**config.mk**
```make
export PLATFORM = sky130hd
export DESIGN_NAME = mem_arbiter_flat
export DESIGN_NICKNAME = d
export VERILOG_FILES = /design/src/rtl/mem_arbiter_pkg.sv /design/src/rtl/mem_arbiter_if.sv /design/src/rtl/mem_arbiter.sv /design/src/flat_wrapper.sv
export SDC_FILE = /design/constraint.sdc
export NUM_CORES = 1
export LEC_CHECK = 0
export ABC_AREA = 1
export BUFFER_PORTS_ARGS = -buffer_cell sky130_fd_sc_hd__buf_2
export CAP_MARGIN = 25
export CORE_MARGIN = 2
export CORE_UTILIZATION = 40
export CTS_CLUSTER_DIAMETER = 80
export CTS_CLUSTER_SIZE = 24
export DETAILED_ROUTE_END_ITERATION = 10
export PLACE_DENSITY_LB_ADDON = 0.2
export SLEW_MARGIN = 20
export SYNTH_ARGS = -nofsm -noshare
export SYNTH_HDL_FRONTEND = slang
export SYNTH_SLANG_ARGS = --single-unit
export TNS_END_PERCENT = 1
```
**constraint.sdc**
```tcl
create_clock -name clk -period 2 [get_ports clk]
set_input_delay 0.1 -clock clk [delete_from_list [all_inputs] [get_ports clk]]
set_output_delay 0.1 -clock clk [all_outputs]
set_load 0.02 [all_outputs]
```
**src/rtl/mem_arbiter_pkg.sv**
```systemverilog
// Shared types and constants for the unified-memory arbiter between the I-cache and D-cache.
package mem_arb_pkg;

    typedef enum logic [2:0] {
        IDLE   = 3'd0,
        D_ACC  = 3'd1,
        I_BEAT = 3'd2,
        I_GAP  = 3'd3,
        DONE_I = 3'd4,
        DONE_D = 3'd5
    } arb_state_e;

    // Records which side was granted most recently, for round-robin tie breaking.
    typedef enum logic {
        OWN_D = 1'b0,
        OWN_I = 1'b1
    } owner_e;

    localparam logic [8:0] I_BASE    = 9'h100;
    localparam int         BEATS     = 4;
    localparam logic [1:0] LAST_BEAT = 2'(BEATS - 1);

    function automatic logic [8:0] i_word_addr(input logic [5:0] blk, input logic [1:0] beat);
        return I_BASE + {1'b0, blk, beat};
    endfunction

endpackage

```
**src/rtl/mem_arbiter_if.sv**
```systemverilog
// Bundle of the I-cache, D-cache and unified-memory signals seen by the arbiter.
interface mem_arbiter_if;
    // Request/busy handshake: a requester raises its request and holds it (and its
    // address/data) until its busy line is low for one cycle; memory requests
    // complete on an edge with MBUSY low after MBUSY has been seen high.
    logic         iread;
    logic [5:0]   iaddress;
    logic [127:0] ireaddata;
    logic         ibusy;

    logic         dread;
    logic         dwrite;
    logic [5:0]   daddress;
    logic [31:0]  dwritedata;
    logic [31:0]  dreaddata;
    logic         dbusy;

    logic         mread;
    logic         mwrite;
    logic [8:0]   maddress;
    logic [31:0]  mwritedata;
    logic [31:0]  mreaddata;
    logic         mbusy;

    modport slave (
        input  iread, iaddress, dread, dwrite, daddress, dwritedata, mreaddata, mbusy,
        output ireaddata, ibusy, dreaddata, dbusy, mread, mwrite, maddress, mwritedata
    );

    modport master (
        output iread, iaddress, dread, dwrite, daddress, dwritedata, mreaddata, mbusy,
        input  ireaddata, ibusy, dreaddata, dbusy, mread, mwrite, maddress, mwritedata
    );
endinterface

```
**src/rtl/mem_arbiter.sv**
```systemverilog
// Round-robin arbiter sharing one 32-bit memory between the I-cache (4-beat block
// refills) and the D-cache (single-word reads and writes).
module mem_arbiter
    import mem_arb_pkg::*;
(
    input  logic         clk,
    input  logic         rst_n,
    mem_arbiter_if.slave bus,
    output arb_state_e   dbg_state
);

    arb_state_e state;
    owner_e     last;
    logic [1:0] beat;
    logic       seen_busy;

    logic d_req;
    logic i_req;
    logic grant_i;
    logic mem_done;

    assign d_req    = bus.dread | bus.dwrite;
    assign i_req    = bus.iread;
    assign grant_i  = i_req & (~d_req | (last == OWN_D));
    assign mem_done = (bus.mread | bus.mwrite) & ~bus.mbusy & seen_busy;

    assign bus.ibusy = i_req & (state != DONE_I);
    assign bus.dbusy = d_req & (state != DONE_D);
    assign dbg_state = state;

    always_ff @(posedge clk or negedge rst_n) begin
        if (!rst_n) begin
            state          <= IDLE;
            last           <= OWN_D;
            beat           <= 2'd0;
            seen_busy      <= 1'b0;
            bus.mread      <= 1'b0;
            bus.mwrite     <= 1'b0;
            bus.maddress   <= 9'd0;
            bus.mwritedata <= 32'd0;
            bus.ireaddata  <= 128'd0;
            bus.dreaddata  <= 32'd0;
        end else begin
            seen_busy <= seen_busy | bus.mbusy;
            case (state)
                IDLE: begin
                    if (grant_i) begin
                        bus.mread    <= 1'b1;
                        bus.mwrite   <= 1'b0;
                        bus.maddress <= i_word_addr(bus.iaddress, 2'd0);
                        beat         <= 2'd0;
                        seen_busy    <= 1'b0;
                        state        <= I_BEAT;
                    end else if (d_req) begin
                        // Both strobes high is treated as a write.
                        bus.mread      <= ~bus.dwrite;
                        bus.mwrite     <= bus.dwrite;
                        bus.maddress   <= {3'b000, bus.daddress};
                        bus.mwritedata <= bus.dwritedata;
                        seen_busy      <= 1'b0;
                        state          <= D_ACC;
                    end
                end
                D_ACC: begin
                    if (mem_done) begin
                        if (bus.mread) begin
                            bus.dreaddata <= bus.mreaddata;
                        end
                        bus.mread  <= 1'b0;
                        bus.mwrite <= 1'b0;
                        state      <= DONE_D;
                    end
                end
                I_BEAT: begin
                    if (mem_done) begin
                        bus.ireaddata[{beat, 5'd0} +: 32] <= bus.mreaddata;
                        bus.mread <= 1'b0;
                        state     <= (beat == LAST_BEAT) ? DONE_I : I_GAP;
                    end
                end
                I_GAP: begin
                    beat         <= beat + 2'd1;
                    bus.maddress <= i_word_addr(bus.iaddress, beat + 2'd1);
                    bus.mread    <= 1'b1;
                    seen_busy    <= 1'b0;
                    state        <= I_BEAT;
                end
                DONE_I: begin
                    last  <= OWN_I;
                    state <= IDLE;
                end
                DONE_D: begin
                    last  <= OWN_D;
                    state <= IDLE;
                end
                default: state <= IDLE;
            endcase
        end
    end

endmodule

```
**src/flat_wrapper.sv**
```systemverilog
// flat-port wrapper written by rule: the top's interface ports become plain ports
module mem_arbiter_flat import mem_arb_pkg::*;
  (clk, rst_n, dbg_state, bus_iread, bus_iaddress, bus_dread, bus_dwrite, bus_daddress, bus_dwritedata, bus_mreaddata, bus_mbusy, bus_ireaddata, bus_ibusy, bus_dreaddata, bus_dbusy, bus_mread, bus_mwrite, bus_maddress, bus_mwritedata);
  mem_arbiter_if bus_i ();
  input  logic clk;
  input  logic rst_n;
  output arb_state_e dbg_state;
  input wire logic [$bits(bus_i.iread)-1:0] bus_iread;
  input wire logic [$bits(bus_i.iaddress)-1:0] bus_iaddress;
  input wire logic [$bits(bus_i.dread)-1:0] bus_dread;
  input wire logic [$bits(bus_i.dwrite)-1:0] bus_dwrite;
  input wire logic [$bits(bus_i.daddress)-1:0] bus_daddress;
  input wire logic [$bits(bus_i.dwritedata)-1:0] bus_dwritedata;
  input wire logic [$bits(bus_i.mreaddata)-1:0] bus_mreaddata;
  input wire logic [$bits(bus_i.mbusy)-1:0] bus_mbusy;
  output wire logic [$bits(bus_i.ireaddata)-1:0] bus_ireaddata;
  output wire logic [$bits(bus_i.ibusy)-1:0] bus_ibusy;
  output wire logic [$bits(bus_i.dreaddata)-1:0] bus_dreaddata;
  output wire logic [$bits(bus_i.dbusy)-1:0] bus_dbusy;
  output wire logic [$bits(bus_i.mread)-1:0] bus_mread;
  output wire logic [$bits(bus_i.mwrite)-1:0] bus_mwrite;
  output wire logic [$bits(bus_i.maddress)-1:0] bus_maddress;
  output wire logic [$bits(bus_i.mwritedata)-1:0] bus_mwritedata;
  assign bus_i.iread = bus_iread;
  assign bus_i.iaddress = bus_iaddress;
  assign bus_i.dread = bus_dread;
  assign bus_i.dwrite = bus_dwrite;
  assign bus_i.daddress = bus_daddress;
  assign bus_i.dwritedata = bus_dwritedata;
  assign bus_i.mreaddata = bus_mreaddata;
  assign bus_i.mbusy = bus_mbusy;
  assign bus_ireaddata = bus_i.ireaddata;
  assign bus_ibusy = bus_i.ibusy;
  assign bus_dreaddata = bus_i.dreaddata;
  assign bus_dbusy = bus_i.dbusy;
  assign bus_mread = bus_i.mread;
  assign bus_mwrite = bus_i.mwrite;
  assign bus_maddress = bus_i.maddress;
  assign bus_mwritedata = bus_i.mwritedata;
  mem_arbiter u_core (.clk(clk), .rst_n(rst_n), .bus(bus_i), .dbg_state(dbg_state));
endmodule
```
# Word level (Yosys, flattened, before mapping)
# Index checks and enable logic that the tools add are counted.
[totals]
register_bits = 210
in_bits = 82
output_inout_bits = 208
wordCells = 80
[op_classes]
addsub = 4
eq_ne = 13
shifts = 2
mux = 23
bitwise_logic = 14
reduce_logical = 14
[op_table]
columns = ["op", "n"]
rows = [
  ["bitwise mux 128 bit", 1],
  ["variable shift 32 x 9 -> 128 bit, first input constant", 1],
  ["variable part select 32 x 9 -> 128 bit", 1],
  ["adder 9 x 8 -> 9 bit, first input constant", 2],
  ["2-to-1 mux 9 bit", 2],
  ["one-hot mux 9 bit (2 select lines)", 1],
  ["2-to-1 mux 3 bit", 5],
  ["AND reduction 3 bit", 5],
  ["one-hot mux 3 bit (4 select lines)", 1],
  ["negation 7 -> 9 bit", 1],
  ["!= test 2 x 1 -> 1 bit, second input constant", 4],
  ["2-to-1 mux 1 bit", 7],
  ["equality test 3 x 2 -> 1 bit, second input constant", 2],
  ["equality test 3 bit, second input constant", 2],
  ["!= test 3 bit, second input constant", 2],
  ["one-hot mux 1 bit (2 select lines)", 3],
  ["AND reduction 2 bit", 3],
  ["nonzero test 2 bit", 3],
  ["bitwise AND 1 bit", 5],
  ["inverter 1 bit", 5],
  ["bitwise OR 1 bit", 4],
  ["one-hot mux 2 bit (2 select lines)", 1],
  ["equality test 3 x 1 -> 1 bit, second input constant", 1],
  ["zero test 3 bit", 1],
  ["other kinds (7)", 7],
]

# Depth between registers and ports, before layout
[logic_depth]
word_depth = 6
mapped_depth = 9
depth_no_buf = 8

# Worst setup path after synthesis
# OpenSTA, ideal clock, no wires.
[synth_timing]
path_kind = "flip-flop to flip-flop"
startpoint = "reg u_core.beat[0]"
endpoint = "reg u_core.bus.ireaddata[56]"
setup_time_ns = 0.074
t_arrival_ns = 1.761
required_ns = 1.926
slack_ns = 0.166
path_stages_with_launch = 10
n_path_buf = 3
synth_period_minus_slack_ns = 1.834
path_cell_list = "dfrtp_1 buf_2 inv_1 ha_1 clkbuf_2 nand2_1 inv_1 clkbuf_1 nand2_1 o21ai_2"
[synth_via]
elab_chain_len = 3
word_cells_on_any_way = 4
classes_between = "1 x add/sub; 2 x shift; 1 x mux"
[synth_rtl]
columns = ["item", "line", "rtl"]
rows = [
  ["start, declared", "mem_arbiter.sv:14", "logic [1:0] beat;"],
  ["start signal, assigned", "mem_arbiter.sv:82", "beat <= beat + 2'd1;"],
  ["negation 7 -> 9 bit (*)", "mem_arbiter.sv:76", "bus.ireaddata[{beat, 5'd0} +: 32] <= bus.mreaddata;"],
  ["variable part select 32 x 9 -> 128 bit / variable shift 32 x 9 -> 128 bit (equally long branches)", "mem_arbiter.sv:76", ""],
  ["bitwise mux 128 bit (*)", "mem_arbiter.sv:76", ""],
  ["end signal, assigned by index", "mem_arbiter.sv:76", ""],
  ["end, declared", "mem_arbiter_if.sv:27", "output ireaddata, ibusy, dreaddata, dbusy, mread, mwrite, maddress, mwritedata"],
]
# Mark *: on every way between the ends. The rest lies on a longest branch, timed or not.
# A chain may end at the register's enable or synchronous reset.

# Final worst setup path
[layout_timing]
startpoint = "reg u_core.state[2], in the netlist u_core.dbg_state[2]"
endpoint = "reg u_core.bus.maddress[3]"
[layout_via]
elab_chain_len = 3
word_cells_on_any_way = 6
classes_between = "2 x eq/ne; 1 x mux; 3 x reduce/logical"
[layout_rtl]
columns = ["item", "line", "rtl"]
rows = [
  ["start, declared", "mem_arbiter.sv:12", "arb_state_e state;"],
  ["start signal, assigned", "mem_arbiter.sv:78", "state <= (beat == LAST_BEAT) ? DONE_I : I_GAP;"],
  ["zero test 3 bit / equality test 3 x 2 -> 1 bit (equally long branches)", "mem_arbiter.sv:45", "case (state)"],
  ["!= test 3 x 1 -> 1 bit (no line) / nonzero test 2 bit (equally long branches)", "n/a", ""],
  ["AND reduction 2 bit (no line)", "n/a", ""],
  ["end signal, assigned", "mem_arbiter.sv:50", "bus.maddress <= i_word_addr(bus.iaddress, 2'd0);"],
  ["end signal, assigned", "mem_arbiter.sv:58", "bus.maddress <= {3'b000, bus.daddress};"],
  ["end signal, assigned", "mem_arbiter.sv:83", "bus.maddress <= i_word_addr(bus.iaddress, beat + 2'd1);"],
  ["end, declared", "mem_arbiter_if.sv:27", ""],
]
# Parallel ways exist; a longest one is shown, timed or not.

==> flow_metrics.py <==
metrics = {
    "outcome": {
        "status": "finished, final reports clean",
    },
    "critical_path": {
        "critPathCapture": "u_core.bus.maddress[3]",
        "path_class": "reg -> reg",
        "critPathLaunch": "u_core.dbg_state[2]",
        "endpoint_kind": "register",
        "critPathArrivalTime_ns": 2.29,
        "cp.required_ns": 2.42,
        "r2r_slack_ns": 0.13,
        "worstReg2RegStart": "u_core.dbg_state[2]",
        "cpMostUsedCell": "nand2_1",
        "path_cells": "inv_2 > nand3_2 > nand2_4 > nand2_1 > nand2_1 > dlygate4sd3_1 > nand2_1 > nand2_1",
        "reg2regPathDepth": 8,
        "start_kind": "register",
        "slowest_delay_ns": 0.55,
        "r2r-end": "u_core.bus.maddress[3]",
        "cp_slowest_cell": "dlygate4sd3_1",
        "critPathMaxFanout": 10,
    },
    "clock_tree": {
        "clock_path_buffers": 3,
        "clk_pin_slew_ns": 0.10,
        "clockRootBuffer": "clkbuf_16",
        "numCtsBuffers": 13,
        "post_cts_buffers": 0,
        "htree_levels": 1,
        "clock_sinks": 210,
        "insertion_delay_ns": 0.47,
        "cts_tree": "done",
    },
    "routing": {
        "drc": 0,
        "postRouteAntennaNets": 0,
        "dr.first_iter.drc_count": 441,
        "wl_per_cell_um": 16.5,
        "finalWirelength_um": 27400,
        "route.vias.total": 7806,
        "viasPerCell": 4.69,
        "drtPass1Iterations": 4,
    },
    "layout": {
        "fillerInstances": 2109,
        "fin_util_pct": 53.4,
        "antennaDiodeCount": 0,
        "syn_to_final_growth_pct": 31.1,
        "drive_above_1_share_pct": 29.8,
        "nets": 1467,
        "layout_commonest_cell": "nand2_1",
        "final_cell_area_um2": 12100,
        "layout_common_cells": "403 x nand2_1, 288 x buf_2, 210 x dfrtp_1",
    },
    "synthesis": {
        "synth_top_family_by_area": "simple AND/OR/NAND/NOR gates",
        "synth_edf_count": 0,
        "postSynth.asyncResetShare_pct": 100,
        "ys_seq_elements": 210,
        "synthXorXnorAreaFrac_pct": 0,
        "synth_area_um2": 9220,
        "synth-seq-area-share_pct": 57.0,
        "yosys_most_used_dff": "dfrtp_1",
        "synth_simple_gate_area_share_pct": 20.8,
        "synth_compound_gate_area_share_pct": 13.4,
        "synthesis.nets": 1114,
        "syn_inst": 1026,
        "synthMuxAreaShare_pct": 0,
        "synth.distinct_cells": 28,
        "synth_area_per_cell_um2": 8.99,
        "yosys_warnings": 0,
        "synthAdderAreaFrac_pct": 0.814,
    },
    "sta": {
        "slew_viol_final": 0,
        "worst_slew_pin_slew_ns": 0.679,
        "final.setup_skew_ns": 0.0147,
        "min_period_ns": 1.87,
        "tns_ns": 0,
        "timing.final.crit_share_pct": 93.6,
        "fmax_ghz": 0.534,
        "maxSlewHeadroom_pct": 54.7,
        "hold_slack_ns": 0.0547,
        "rsz0062_at_grt": "no",
        "setup_viol": 0,
        "hold_viol": 0,
    },
    "placed_design": {
        "numPortBuffers": 289,
        "dp_hpwl_um": 19600,
        "gp_congestion": 0.824,
        "place_area_um2": 10900,
    },
    "global_routing": {
        "antenna_found_initial": 0,
        "grtUsageMet3_pct": 5.75,
        "grt_first_pass_wirelength_um": 42500,
        "met2_usage_pct": 38.5,
        "grtUsageMet1_pct": 28.6,
        "grt-ovfl-total": 0,
        "grt_pass1_vias": 7572,
        "grtUsageTotal_pct": 22.2,
        "grt_busiest_layer": "met2",
        "grt_max_degree": 65,
    },
    "hold_path": {
        "min_from": "bus_dwrite",
        "min_path_cells": 5,
        "min_path_type": "in -> reg",
    },
    "floorplanning": {
        "core_area_um2": 22600,
        "die-area_um2": 24300,
        "die_y_um": 156,
        "initial_core_util_pct": 40.7,
        "die_x_um": 156,
        "io_pins": 290,
        "rows": 55,
    },
    "run": {
        "maxCapViolCount": 0,
    },
    "pwr": {
        "ir_worst_vdd_mv": 0.553,
        "powerDensity_nw_per_um2": 1240,
        "leakage_nw": 6.50,
    },
}
[registers in the layout, indices dropped and copies added, names as in the netlist]
name and cells:
u_core.seen_busy 1, u_core.dbg_state 3, u_core.bus.mread 1, u_core.bus.dreaddata 32, u_core.bus.ireaddata 128, u_core.bus.mwrite 1
u_core.bus.maddress 9, u_core.beat 2, u_core.bus.mwritedata 32, u_core.last 1
[worst min-delay path by stage]
stage / slack [ns] / to
2_1_floorplan: -0.20 / u_core.beat[0]
3_3_place_gp: 0.08 / u_core.bus.ireaddata[62]
5_1_grt: 0.04 / u_core.bus.mwrite
4_1_cts: 0.01 / u_core.bus.mwrite
3_5_place_dp: 0.08 / u_core.bus.ireaddata[121]
6_report: 0.05 / u_core.bus.mwrite
[cells in the mapped netlist (2+ instances only)]
cell type  number  area, um2
o21ai_2        62        543
nor2_2          2       12.5
o21ai_0        47        235
inv_2           2       7.51
ha_1            6       75.1
buf_4           6       45.0
a21boi_0        2       15.0
inv_1          77        289
o21ai_1        68        340
buf_6          25        282
nand2_4         4       45.0
nor2_1         47        176
nand3_4         3       52.6
nand3_1        12       60.1
dfrtp_1       210       5260
nand2_1       404       1520
clkbuf_2        4       20.0
a21oi_1        18       90.1
buf_2          14       70.1
clkbuf_1        5       18.8
[what timing repair did]
action / CTS / global route
endpoints found under the setup margin: 0 / 4
hold endpoints to repair: 288 / 0
gates resized for setup: 0 / 2
hold buffers: 78 / 0
[metrics by stage]
step	setup slack, ns	power, mW	cells
finish	0.128	14.9	1666
detailed placement	0.234	12.2	1571
floorplan	0.166	9.79	1026
global placement	0.280	12.1	1571
global route	0.00327	16.0	1666
CTS	0.0717	15.1	1666
[layout make-up]
cell class / instances / area [um2] / area share [%]
Clock buffer: 13 / 325 / 2.69
Clock inverter: 4 / 41.3 / 0.342
Inverter: 81 / 305 / 2.53
Multi-Input combinational cell: 681 / 3250 / 26.9
Sequential cell: 210 / 5260 / 43.5
Tap cell: 285 / 357 / 2.95
Timing Repair Buffer: 392 / 2550 / 21.1
[critical path: cells and delay by family (launching register included)]
family | cells | cell delay [ns]
AND/OR/NAND/NOR | 6 | 0.66
buffers and inverters | 2 | 0.69
flip-flops | 1 | 0.45
[layer usage]
metal	share of wire [%]	vias up	wire [um]
met5	0	-	0
met1	43	3637	11800
li1	-	3904	-
met4	1.3	0	362
met2	48	242	13100
met3	7.6	23	2100
[cell families after synthesis]
group,count (synthesis)
flops,210
compound gates,198
fa+ha+maj,6
buf+inv,135
simple gates,477
[power breakdown]
part	leakage, nW	switching (mW)	internal [mW]
Sequential	2.80	0.606	5.27
Combinational	3.52	4.34	2.02
Clock	0.176	1.48	1.21
Total	6.50	6.43	8.50
Note: power is estimated with default switching activity, not from simulation.
